$ cat src/rtl/funcion_sweep_capture_pkg.sv
// funcion_sweep_capture_pkg: shared FSM encoding and vector width for the sweep/capture stage
package funcion_sweep_capture_pkg;
  localparam int VEC_W = 5;
  typedef enum logic [2:0] {ST_IDLE, ST_DRIVE, ST_SETTLE, ST_SAMPLE, ST_FINISH} state_t;
endpackage

$ cat src/rtl/funcion_sweep_capture_if.sv
// funcion_sweep_capture_if: start/done request bus and result outputs of the capture stage
interface funcion_sweep_capture_if;
  import funcion_sweep_capture_pkg::*;
  logic start;
  logic mode;
  logic [VEC_W-1:0] vec_in;
  logic busy;
  logic done;
  logic result;
  logic [31:0] table_out;
  logic [5:0] ones_count;
  modport master(output start, mode, vec_in, input busy, done, result, table_out, ones_count);
  modport slave(input start, mode, vec_in, output busy, done, result, table_out, ones_count);
endinterface

$ cat src/rtl/funcion_sweep_capture.sv
// funcion_sweep_capture: drives X..M from registers, waits SETTLE cycles, samples F_in (single or 32-vector sweep)
module funcion_sweep_capture
  import funcion_sweep_capture_pkg::*;
#(
  parameter int SETTLE = 2
) (
  input  logic clk,
  input  logic reset,
  funcion_sweep_capture_if.slave bus,
  input  logic F_in,
  output logic X,
  output logic Y,
  output logic Z,
  output logic K,
  output logic M
);
  state_t state, nxt;
  logic [VEC_W-1:0] vec;
  logic mode_r;
  logic [3:0] cnt;
  logic accept;
  // the done cycle still belongs to the finishing run, so a start there is not taken
  assign accept = bus.start && !bus.done;
  // next-state sequencing
  always_comb begin
    nxt = state;
    unique case (state)
      ST_IDLE:   nxt = accept ? ST_DRIVE : ST_IDLE;
      ST_DRIVE:  nxt = ST_SETTLE;
      ST_SETTLE: nxt = (cnt == 4'd0) ? ST_SAMPLE : ST_SETTLE;
      ST_SAMPLE: nxt = (!mode_r || vec == 5'd31) ? ST_FINISH : ST_DRIVE;
      ST_FINISH: nxt = ST_IDLE;
      default:   nxt = ST_IDLE;
    endcase
  end
  // state register, vector drive, sampling and result accumulation
  always_ff @(posedge clk) begin
    if (reset) begin
      state          <= ST_IDLE;
      vec            <= '0;
      mode_r         <= 1'b0;
      cnt            <= '0;
      {X, Y, Z, K, M} <= '0;
      bus.busy       <= 1'b0;
      bus.done       <= 1'b0;
      bus.result     <= 1'b0;
      bus.table_out  <= '0;
      bus.ones_count <= '0;
    end else begin
      state    <= nxt;
      bus.done <= state == ST_FINISH;
      unique case (state)
        ST_IDLE: if (accept) begin
          vec      <= bus.mode ? '0 : bus.vec_in;
          mode_r   <= bus.mode;
          bus.busy <= 1'b1;
          if (bus.mode) begin
            bus.table_out  <= '0;
            bus.ones_count <= '0;
          end
        end
        ST_DRIVE: begin
          {X, Y, Z, K, M} <= vec;
          cnt             <= 4'(SETTLE - 1);
        end
        ST_SETTLE: cnt <= cnt - 4'd1;
        ST_SAMPLE: begin
          bus.result <= F_in;
          if (mode_r) begin
            bus.table_out[vec] <= F_in;
            bus.ones_count     <= bus.ones_count + 6'(F_in);
            if (vec != 5'd31) vec <= vec + 5'd1;
          end
        end
        ST_FINISH: bus.busy <= 1'b0;
        default: ;
      endcase
    end
  end
endmodule

$ cat src/flat_wrapper.sv
// flat-port wrapper written by rule: the top's interface ports become plain ports
module funcion_sweep_capture_flat import funcion_sweep_capture_pkg::*;
#(
  parameter int SETTLE = 2
)
  (clk, reset, F_in, X, Y, Z, K, M, bus_start, bus_mode, bus_vec_in, bus_busy, bus_done, bus_result, bus_table_out, bus_ones_count);
  funcion_sweep_capture_if bus_i ();
  input  logic clk;
  input  logic reset;
  input  logic F_in;
  output logic X;
  output logic Y;
  output logic Z;
  output logic K;
  output logic M;
  input wire logic [$bits(bus_i.start)-1:0] bus_start;
  input wire logic [$bits(bus_i.mode)-1:0] bus_mode;
  input wire logic [$bits(bus_i.vec_in)-1:0] bus_vec_in;
  output wire logic [$bits(bus_i.busy)-1:0] bus_busy;
  output wire logic [$bits(bus_i.done)-1:0] bus_done;
  output wire logic [$bits(bus_i.result)-1:0] bus_result;
  output wire logic [$bits(bus_i.table_out)-1:0] bus_table_out;
  output wire logic [$bits(bus_i.ones_count)-1:0] bus_ones_count;
  assign bus_i.start = bus_start;
  assign bus_i.mode = bus_mode;
  assign bus_i.vec_in = bus_vec_in;
  assign bus_busy = bus_i.busy;
  assign bus_done = bus_i.done;
  assign bus_result = bus_i.result;
  assign bus_table_out = bus_i.table_out;
  assign bus_ones_count = bus_i.ones_count;
  funcion_sweep_capture #(.SETTLE(SETTLE)) u_core (.clk(clk), .reset(reset), .bus(bus_i), .F_in(F_in), .X(X), .Y(Y), .Z(Z), .K(K), .M(M));
endmodule
$ cat config.mk
export PLATFORM = sky130hd
export DESIGN_NAME = funcion_sweep_capture_flat
export DESIGN_NICKNAME = d
export VERILOG_FILES = /design/src/rtl/funcion_sweep_capture_pkg.sv /design/src/rtl/funcion_sweep_capture_if.sv /design/src/rtl/funcion_sweep_capture.sv /design/src/flat_wrapper.sv
export SDC_FILE = /design/constraint.sdc
export NUM_CORES = 1
export LEC_CHECK = 0
export ABC_AREA = 1
export ABC_CLOCK_PERIOD_IN_PS = 5300
export BUFFER_PORTS_ARGS = -buffer_cell sky130_fd_sc_hd__buf_2
export CORE_MARGIN = 2
export CORE_UTILIZATION = 25
export CTS_CLUSTER_SIZE = 12
export DETAILED_ROUTE_END_ITERATION = 8
export PLACE_DENSITY = 0.47
export SYNTH_ARGS = -nofsm -noshare
export SYNTH_HDL_FRONTEND = slang
export SYNTH_SLANG_ARGS = --single-unit
$ cat constraint.sdc
create_clock -name clk -period 5.3 [get_ports clk]
set_clock_uncertainty 0.1 [all_clocks]
set_input_delay 0.795 -clock clk [delete_from_list [all_inputs] [get_ports clk]]
set_output_delay 0.795 -clock clk [all_outputs]
set_load 0.03 [all_outputs]
==> flow_metrics.py, run 1 <==
metrics = {
    "outcome": {
        "status": "finished clean",
    },
    "floorplan": {
        "boundaryPins": 56,
        "die_w_um": 116,
        "dieHeight_um": 116,
        "die-area_um2": 13400,
        "start_util_pct": 25.8,
        "core_um2": 12100,
        "rows": 40,
    },
    "placed_design": {
        "dp_hpwl_um": 5650,
        "pre_cts_ws_ps": 2790,
        "port_buffers": 55,
        "place_area_um2": 3460,
        "place_congestion": 0.785,
    },
    "grt": {
        "grt_pass1_wl_um": 14000,
        "grt_max_degree": 42,
        "grt-ovfl-total": 0,
        "grt_antenna_before_repair": 0,
        "grt_usage_pct": 13.3,
        "first_global_vias": 2848,
    },
    "detailed_routing": {
        "wl_per_cell_um": 12.3,
        "drcViolationCount": 0,
        "via_per_inst": 4.33,
        "antenna_left": 0,
        "vias": 2964,
        "drt_iter0_drc": 171,
        "first_pass_iters": 4,
        "routed_wirelength_um": 8390,
    },
    "finish": {
        "final_area_um2": 3760,
        "antenna_cells": 0,
        "nets": 530,
        "fillers": 1366,
        "area_delta_synth_final_pct": 20.3,
        "drive_above_1_share_pct": 16.3,
    },
    "clock_tree": {
        "clockBufferDepth": 2,
        "clock-root-buffer": "clkbuf_16",
        "ctsHoldBuffers": 0,
        "cts_tree": "built",
        "clkLatencyLatePin_ps": 320,
        "cts_setup_buffers": 0,
        "h-tree-depth": 3,
        "clock_sinks": 59,
        "clk_pin_slew_worst_paths_ps": 50,
        "cts_made_buffers": 9,
        "ctsResizeCount": 0,
    },
    "run": {
        "max_cap_viol_count": 0,
    },
    "worst_hold_path": {
        "min_path_type": "flop to flop",
        "hold_start": "u_core.bus.table_out[18]",
    },
    "sta": {
        "hold_violations": 0,
        "rsz0062_at_grt": "no",
        "max_freq_ghz": 0.404,
        "slew_violations": 0,
        "setup_viol": 0,
        "slew_headroom_pct": 40.7,
        "setup_ws_ps": 2820,
        "worst_slew_pin_slew_ps": 887,
        "tns_ps": 0,
        "period_minus_slack_ps": 2480,
        "timing.hold.ws_ps": 356,
        "fin_crit_sh_pct": 46.7,
    },
    "power": {
        "power-per-cell-area_nw_per_um2": 333,
        "p_total_uw": 1250,
        "ir_drop_v": 0.000195,
        "p_leak_uw": 0.00177,
    },
    "logic_synthesis": {
        "async_flop_share_pct": 0,
        "ys_ff_latch": 59,
        "yosys.area.top_type": "dfxtp_1",
        "syn_area_per_cell_um2": 6.63,
        "netlist_area_um2": 3120,
        "ys_top_cells_by_area": "dfxtp_1 (38%), nand2_1 (17%), nand3_1 (11%), a21oi_1 (7.9%), inv_1 (7.0%)",
        "yosysMostFrequentCell": "nand2_1",
        "syn-num-nets": 490,
        "ys_seq_area_share_pct": 37.8,
        "synth_edf_count": 0,
        "synth_ff_type": "dfxtp_1",
        "synth_cell_types": 28,
        "yosysWarnings": 0,
        "syn_inst": 471,
        "synthTopCellsByCount": "nand2_1 (139), nand3_1 (66), dfxtp_1 (59)",
        "synth_top_cell_area_share_pct": 37.8,
    },
    "setup_path": {
        "startpoint_type": "flop",
        "path_max_fanout": 40,
        "required_ps": 5440,
        "worstPathArrival_ps": 2620,
        "worstSetupPathType": "flop to flop",
        "cp-end-kind": "flop",
        "worstSetupStartpoint": "u_core.state[1]",
        "r2r_start": "u_core.state[1]",
    },
}
==> report_power, final <==
group | total [µW] | switching, µW | internal (µW) | leakage (µW)
logic | 209 | 151 | 57.6 | 0.00114
clock network | 560 | 194 | 367 | 0.000146
registers | 483 | 19.7 | 463 | 0.000478
==> per-layer routing <==
layer  part of all wire (%)  track usage (%)
met2                     44             21.3
met5                      0                0
met1                     50             17.7
met3                    5.0             3.66
met4                   0.62             3.65
==> cells by family (layout without fill, tap and decap cells) <==
| family | Yosys count | in the layout | synth area share, % |
|---|---|---|---|
| simple gates | 243 | 243 | 34.5 |
| flops | 59 | 59 | 37.8 |
| compound gates | 74 | 74 | 12.3 |
| fa+ha+maj | 9 | 9 | 3.61 |
| buf+inv | 86 | 131 | 11.8 |
==> sequential cells by signal, summed over array words and instances, names as in the netlist, 3 cells and up <==
register	count
u_core.bus.ones_count	6
u_core.bus.table_out	32
u_core.cnt	4
u_core.state	3
u_core.vec	5
==> placed cells by master (no fill, tap or decap), drive strengths merged, types with 9 or more instances in the layout <==
cell	instances
nand2	141
nor2	27
dfxtp	59
buf	55
ha	9
clkbuf	15
inv	60
a21oi	50
nand3	68
o21ai	17
==> worst max-delay path, cell delays in order (launching register included) <==
cell and delay, ps:
dfxtp_1 410, nand2_2 110, nor2_4 680, nand3_2 200, nor2_4 590, nand2_1 110
a21oi_1 170
==> final timing paths <==
check	cells after the start	slack [ps]	end
max	6	2820	u_core.bus.table_out[3]
min	2	360	u_core.bus.table_out[18]
max reg2reg	6	2820	u_core.bus.table_out[3]
min reg2reg	2	360	u_core.bus.table_out[18]
==> metrics by stage <==
| step | std cells | utilization [%] |
|---|---|---|
| after global placement | 668 | 28.6 |
| after CTS | 684 | 31.0 |
| after detailed placement | 668 | 28.6 |
| final | 684 | 31.0 |
| after floorplan | 471 | - |
| after global routing | 684 | 31.0 |
==> area by class of cell <==
cell class	instances	area (µm²)	share of cell area (%)
multi-input cells	326	1570	41.9
flip-flops and latches	59	1180	31.4
clock buffers	15	288	7.66
repair buffers	55	275	7.33
inverters	60	225	5.99
well taps	168	210	5.59
clock inverters	1	5.00	0.133
Power figures use the tool's default switching activity.
==> inputs of run 2 (changes only) <==
--- a/config.mk
+++ b/config.mk
@@ -6,13 +6,13 @@
 export NUM_CORES = 1
 export LEC_CHECK = 0
 export ABC_AREA = 1
-export ABC_CLOCK_PERIOD_IN_PS = 5300
+export ABC_CLOCK_PERIOD_IN_PS = 2000
 export BUFFER_PORTS_ARGS = -buffer_cell sky130_fd_sc_hd__buf_2
 export CORE_MARGIN = 2
 export CORE_UTILIZATION = 25
 export CTS_CLUSTER_SIZE = 12
 export DETAILED_ROUTE_END_ITERATION = 8
-export PLACE_DENSITY = 0.47
+export PLACE_DENSITY = 0.49
 export SYNTH_ARGS = -nofsm -noshare
 export SYNTH_HDL_FRONTEND = slang
 export SYNTH_SLANG_ARGS = --single-unit
==> constraint.sdc (replaced) <==
create_clock -name clk -period 2 [get_ports clk]
set_clock_uncertainty 0.1 [all_clocks]
set_input_delay 0.3 -clock clk [delete_from_list [all_inputs] [get_ports clk]]
set_output_delay 0.3 -clock clk [all_outputs]
set_load 0.03 [all_outputs]
==> run 2 against run 1 <==
  * Fmax grew 39%
  * Total power grew to 2.7 times the previous value
  * Final cell count grew 1.6%
  * Global-route usage grew 0.42 points
  * Core utilization grew 0.88 points
  * Critical path depth grew 4
  * Non-clock buffer count grew 11
  * Cell area grew 2.8%
  * Critical path type unchanged
  * Critical endpoint is now u_core.vec[0]
  * Largest cell class unchanged
==> flow_metrics.py, run 2 (synthesis gave the netlist of run 1 again) <==
metrics = {
    "outcome": {
        "status": "finished clean",
    },
    "grt": {
        "grt_max_degree": 41,
        "grt_antenna_before_repair": 0,
        "grt_usage_pct": 13.7,
        "first_global_vias": 3038,
        "grt-ovfl-total": 0,
        "grt_pass1_wl_um": 14300,
    },
    "sta": {
        "rsz0062_at_grt": "no",
        "slew_headroom_pct": 62.4,
        "slew_violations": 0,
        "fin_crit_sh_pct": 88.8,
        "worst_slew_pin_slew_ps": 562,
        "hold_violations": 0,
        "period_minus_slack_ps": 1780,
        "max_freq_ghz": 0.563,
        "tns_ps": 0,
        "setup_viol": 0,
        "timing.hold.ws_ps": 169,
    },
    "finish": {
        "area_delta_synth_final_pct": 23.7,
        "largest-register": "u_core.bus.table_out",
        "layout_commonest_cell": "nand2_1",
        "top_regs": "u_core.bus.table_out (32), u_core.bus.ones_count (6), u_core.vec (5)",
        "nets": 541,
        "final_cell_mix": "nand2_1 (138), nand3_1 (66), dfxtp_1 (59), inv_1 (58), buf_2 (55)",
        "stdcell_count": 695,
        "antenna_cells": 0,
        "drive_above_1_share_pct": 17.8,
        "largest_reg_flops": 32,
    },
    "floorplan": {
        "die-area_um2": 13400,
        "boundaryPins": 56,
        "dieHeight_um": 116,
        "rows": 40,
        "die_w_um": 116,
        "start_util_pct": 25.8,
        "core_um2": 12100,
    },
    "setup_path": {
        "cpPeakStageDelay_ps": 350,
        "critPathTopFamily": "simple AND/OR/NAND/NOR gates",
        "worstPathBufferInverterCount": 1,
        "worstSetupPathType": "flop to flop",
        "r2r_start": "u_core.vec[0]",
        "path_max_fanout": 9,
        "r2r_slack_ps": 220,
        "startpoint_type": "flop",
        "ff2ff_path_depth": 10,
        "worstPathArrival_ps": 1890,
        "path_cells": "ha_1 > nand2_1 > nor2_1 > ha_1 > nor2_1 > nand2_1 > nand2_2 > inv_2 > o21ai_1 > a21oi_1",
        "worst_r2r_endpoint": "u_core.vec[0]",
        "critPathSlowestCell": "dfxtp_1",
        "required_ps": 2110,
        "cp-end-kind": "flop",
    },
    "worst_hold_path": {
        "hold_start": "bus_vec_in[1]",
        "min_path_type": "input port to flop",
        "hold_end": "u_core.vec[1]",
        "holdPathStages": 3,
    },
    "detailed_routing": {
        "drt_iter0_drc": 178,
        "vias": 3079,
        "antenna_left": 0,
        "drcViolationCount": 0,
        "routed_wirelength_um": 8570,
        "first_pass_iters": 5,
        "via_per_inst": 4.43,
        "wl_per_cell_um": 12.3,
    },
    "power": {
        "power-per-cell-area_nw_per_um2": 877,
        "ir_drop_v": 0.000354,
        "p_total_uw": 3390,
        "p_leak_uw": 0.00182,
    },
    "placed_design": {
        "dpl.cell_count": 679,
        "dp_hpwl_um": 6080,
        "place_congestion": 0.792,
        "port_buffers": 55,
    },
    "clock_tree": {
        "h-tree-depth": 3,
        "clkLatencyLatePin_ps": 330,
        "clock_sinks": 59,
        "ctsHoldBuffers": 0,
        "cts_tree": "built",
        "clk_pin_slew_worst_paths_ps": 50,
        "cts_made_buffers": 9,
        "clockBufferDepth": 2,
        "clock-root-buffer": "clkbuf_16",
    },
    "run": {
        "max_cap_viol_count": 0,
    },
}
==> run 2: cell count changes in the layout (fill, tap and decap cells not counted), moves of 2 or more <==
cell / previous run / this run
buf_12: 0 / 2
buf_4: 0 / 9
clkbuf_1: 2 / 4
clkbuf_8: 4 / 1
==> run 2: how the worst max path moves through the flow <==
| stage | from | to | slack [ps] | cells after the start |
|---|---|---|---|---|
| after detailed placement | u_core.vec[0] | u_core.vec[0] | 160 | 10 |
| after CTS | u_core.vec[0] | u_core.vec[0] | 130 | 10 |
| after global placement | u_core.vec[0] | u_core.vec[0] | 220 | 10 |
| final | u_core.vec[0] | u_core.vec[0] | 220 | 10 |
| after floorplan | u_core.vec[0] | u_core.vec[0] | 340 | 10 |
| after global routing | u_core.vec[0] | u_core.vec[0] | 50 | 10 |
==> run 2: power breakdown <==
group	switching, µW	internal (µW)	total [µW]
clock	527	997	1520
sequential	44.7	1230	1270
combinational	409	185	594
==> run 2: through the flow <==
stage | utilization, % | setup WS (ps) | area (µm²)
floorplan | - | 341 | 3120
global placement | 29.5 | 218 | 3570
detailed placement | 29.5 | 155 | 3570
CTS | 31.9 | 134 | 3860
global route | 31.9 | 54.2 | 3860
finish | 31.9 | 223 | 3860
==> run 2: worst min-delay path: stages <==
cell     delay [ps]
buf_2           100
nand3_1          80
a31oi_1          70
==> run 2: cell type report <==
class                      instances  area (µm²)
fill                            1391        8250
multi-input combinational        326        1580
sequential                        59        1180
timing repair buffer              66         383
clock buffer                      14         254
inverter                          60         225
tap                              168         210
clock inverter                     2        35.0
==> run 2: layer usage <==
layer	global-route usage [%]	vias up	wire length (µm)
li1	-	1602	-
met1	16.8	1411	3990
met2	23.1	61	4080
met3	3.92	5	404
met4	4.92	0	91
met5	0	-	0
==> run 2: repair_timing <==
| action | 4_1_cts | 5_1_grt |
|---|---|---|
| setup buffers | 0 | 0 |
| resized for setup | 0 | 1 |
| setup endpoints to repair | 0 | 1 |
==> inputs of run 3 (changes only) <==
--- a/config.mk
+++ b/config.mk
@@ -8,6 +8,7 @@
 export ABC_AREA = 1
 export ABC_CLOCK_PERIOD_IN_PS = 2000
 export BUFFER_PORTS_ARGS = -buffer_cell sky130_fd_sc_hd__buf_2
+export CORE_ASPECT_RATIO = 1.2
 export CORE_MARGIN = 2
 export CORE_UTILIZATION = 25
 export CTS_CLUSTER_SIZE = 12
==> run 3 against run 2 <==
  * Core utilization is 0.083 points lower
  * First-iteration DRC count is 11% lower
  * Flip-flop and latch count stayed put
  * Register-to-register slack hardly changed
  * Worst hold slack worse by 2.3 ps
  * Global-route usage is 0.38 points lower
  * Sequential share of layout area is 0.059 points lower
  * Sequential power hardly changed
  * Die area hardly changed
  * Fmax is 0.71% higher
==> flow_metrics.py, run 3 (synthesis gave the netlist of run 1 again) <==
metrics = {
    "outcome": {
        "status": "finished clean",
    },
    "sta": {
        "rsz0062_at_grt": "no",
        "fin_crit_sh_pct": 88.2,
        "slew_headroom_pct": 62.1,
        "max_freq_ghz": 0.567,
        "timing.hold.ws_ps": 167,
        "hold_violations": 0,
        "setup_viol": 0,
        "period_minus_slack_ps": 1760,
        "slew_violations": 0,
        "tns_ps": 0,
        "worst_slew_pin_slew_ps": 567,
    },
    "placed_design": {
        "dp_hpwl_um": 5820,
        "place_congestion": 0.792,
        "port_buffers": 55,
    },
    "finish": {
        "largest-register": "u_core.bus.table_out",
        "final_cell_mix": "nand2_1 (138), nand3_1 (66), dfxtp_1 (59), inv_1 (58), buf_2 (55)",
        "area_delta_synth_final_pct": 24.0,
        "top_regs": "u_core.bus.table_out (32), u_core.bus.ones_count (6), u_core.vec (5)",
        "layout_commonest_cell": "nand2_1",
        "largest_reg_flops": 32,
        "nets": 539,
        "antenna_cells": 0,
        "drive_above_1_share_pct": 17.7,
    },
    "detailed_routing": {
        "antenna_left": 0,
        "routed_wirelength_um": 8500,
        "vias": 3062,
        "drcViolationCount": 0,
        "drt_iter0_drc": 158,
        "first_pass_iters": 4,
        "wl_per_cell_um": 12.4,
        "via_per_inst": 4.46,
    },
    "clock_tree": {
        "clk_pin_slew_worst_paths_ps": 50,
        "ctsResizeCount": 0,
        "h-tree-depth": 3,
        "clockBufferDepth": 2,
        "cts_setup_buffers": 0,
        "cts_made_buffers": 9,
        "clock-root-buffer": "clkbuf_16",
        "clkLatencyLatePin_ps": 330,
        "ctsHoldBuffers": 0,
        "cts_tree": "built",
        "clock_sinks": 59,
    },
    "floorplan": {
        "rows": 44,
        "dieHeight_um": 126,
        "die_w_um": 106,
        "boundaryPins": 56,
        "core_um2": 12200,
        "die-area_um2": 13400,
        "start_util_pct": 25.7,
    },
    "grt": {
        "first_global_vias": 2866,
        "grt_antenna_before_repair": 0,
        "grt_pass1_wl_um": 14200,
        "grt-ovfl-total": 0,
        "grt_max_degree": 41,
        "grt_usage_pct": 13.4,
    },
    "power": {
        "p_total_uw": 3480,
        "p_leak_uw": 0.00183,
        "power-per-cell-area_nw_per_um2": 898,
        "ir_drop_v": 0.000302,
    },
    "run": {
        "max_cap_viol_count": 0,
    },
    "setup_path": {
        "required_ps": 2120,
        "worstSetupPathType": "flop to flop",
        "startpoint_type": "flop",
        "cpPeakStageDelay_ps": 350,
        "path_cells": "ha_1 > nand2_1 > nor2_1 > ha_1 > nor2_1 > nand2_1 > nand2_2 > inv_2 > o21ai_1 > a21oi_1",
        "worstPathArrival_ps": 1880,
        "critPathSlowestCell": "dfxtp_1",
        "path_max_fanout": 9,
        "cp-end-kind": "flop",
    },
    "worst_hold_path": {
        "min_path_type": "input port to flop",
    },
}
[run 3: cell types whose count changed in the layout (fill, tap and decap cells not counted), sizes merged]
| cell | before | now |
|---|---|---|
| buf | 66 | 64 |
| clkbuf | 14 | 15 |
| clkinv | 1 | 0 |
[run 3: routing by layer]
metal	global-route usage [%]	up-vias	wire length, µm
li1	-	1599	-
met1	17.0	1392	4050
met2	20.7	55	3870
met3	3.03	16	302
met4	7.82	0	270
met5	0	-	0
[run 3: cell type report]
cell class                 count  area, µm²
multi-input combinational    326       1580
sequential                    59       1180
tap                          161        201
clock buffer                  15        278
timing repair buffer          64        380
clock inverter                 1       30.0
inverter                      60        225
fill                        1325       8300
[run 3: critical path, delay by kind of cell, from the launching register on]
family                     cells  cell delay, ps
and+or+nand+nor                5             520
AOI/OAI and AO/OA              2             180
DFF                            1             350
adders and majority gates      2             430
buffers and inverters          1              60
[run 3: report_power, final]
| group | leakage (µW) | switching [µW] | internal [µW] |
|---|---|---|---|
| clock | 0.000150 | 535 | 1070 |
| combinational | 0.00120 | 415 | 189 |
| sequential | 0.000478 | 44.1 | 1230 |
| total | 0.00183 | 994 | 2480 |
[run 3: worst paths after layout]
kind,endpoint,slack [ps],cells after the start,start
max reg2reg,u_core.vec[0],240,10,u_core.vec[0]
min,u_core.vec[1],170,3,bus_vec_in[1]
max,u_core.vec[0],240,10,u_core.vec[0]
min reg2reg,u_core.bus.table_out[23],350,2,u_core.bus.table_out[23]
[run 3: through the flow]
step                area [µm²]  std cells  utilization (%)  setup WS, ps
floorplan                 3120        471                -           341
global placement          3560        670             29.3           184
detailed placement        3560        670             29.3           159
CTS                       3870        686             31.8           136
global route              3870        686             31.8          82.7
finish                    3870        686             31.8           236
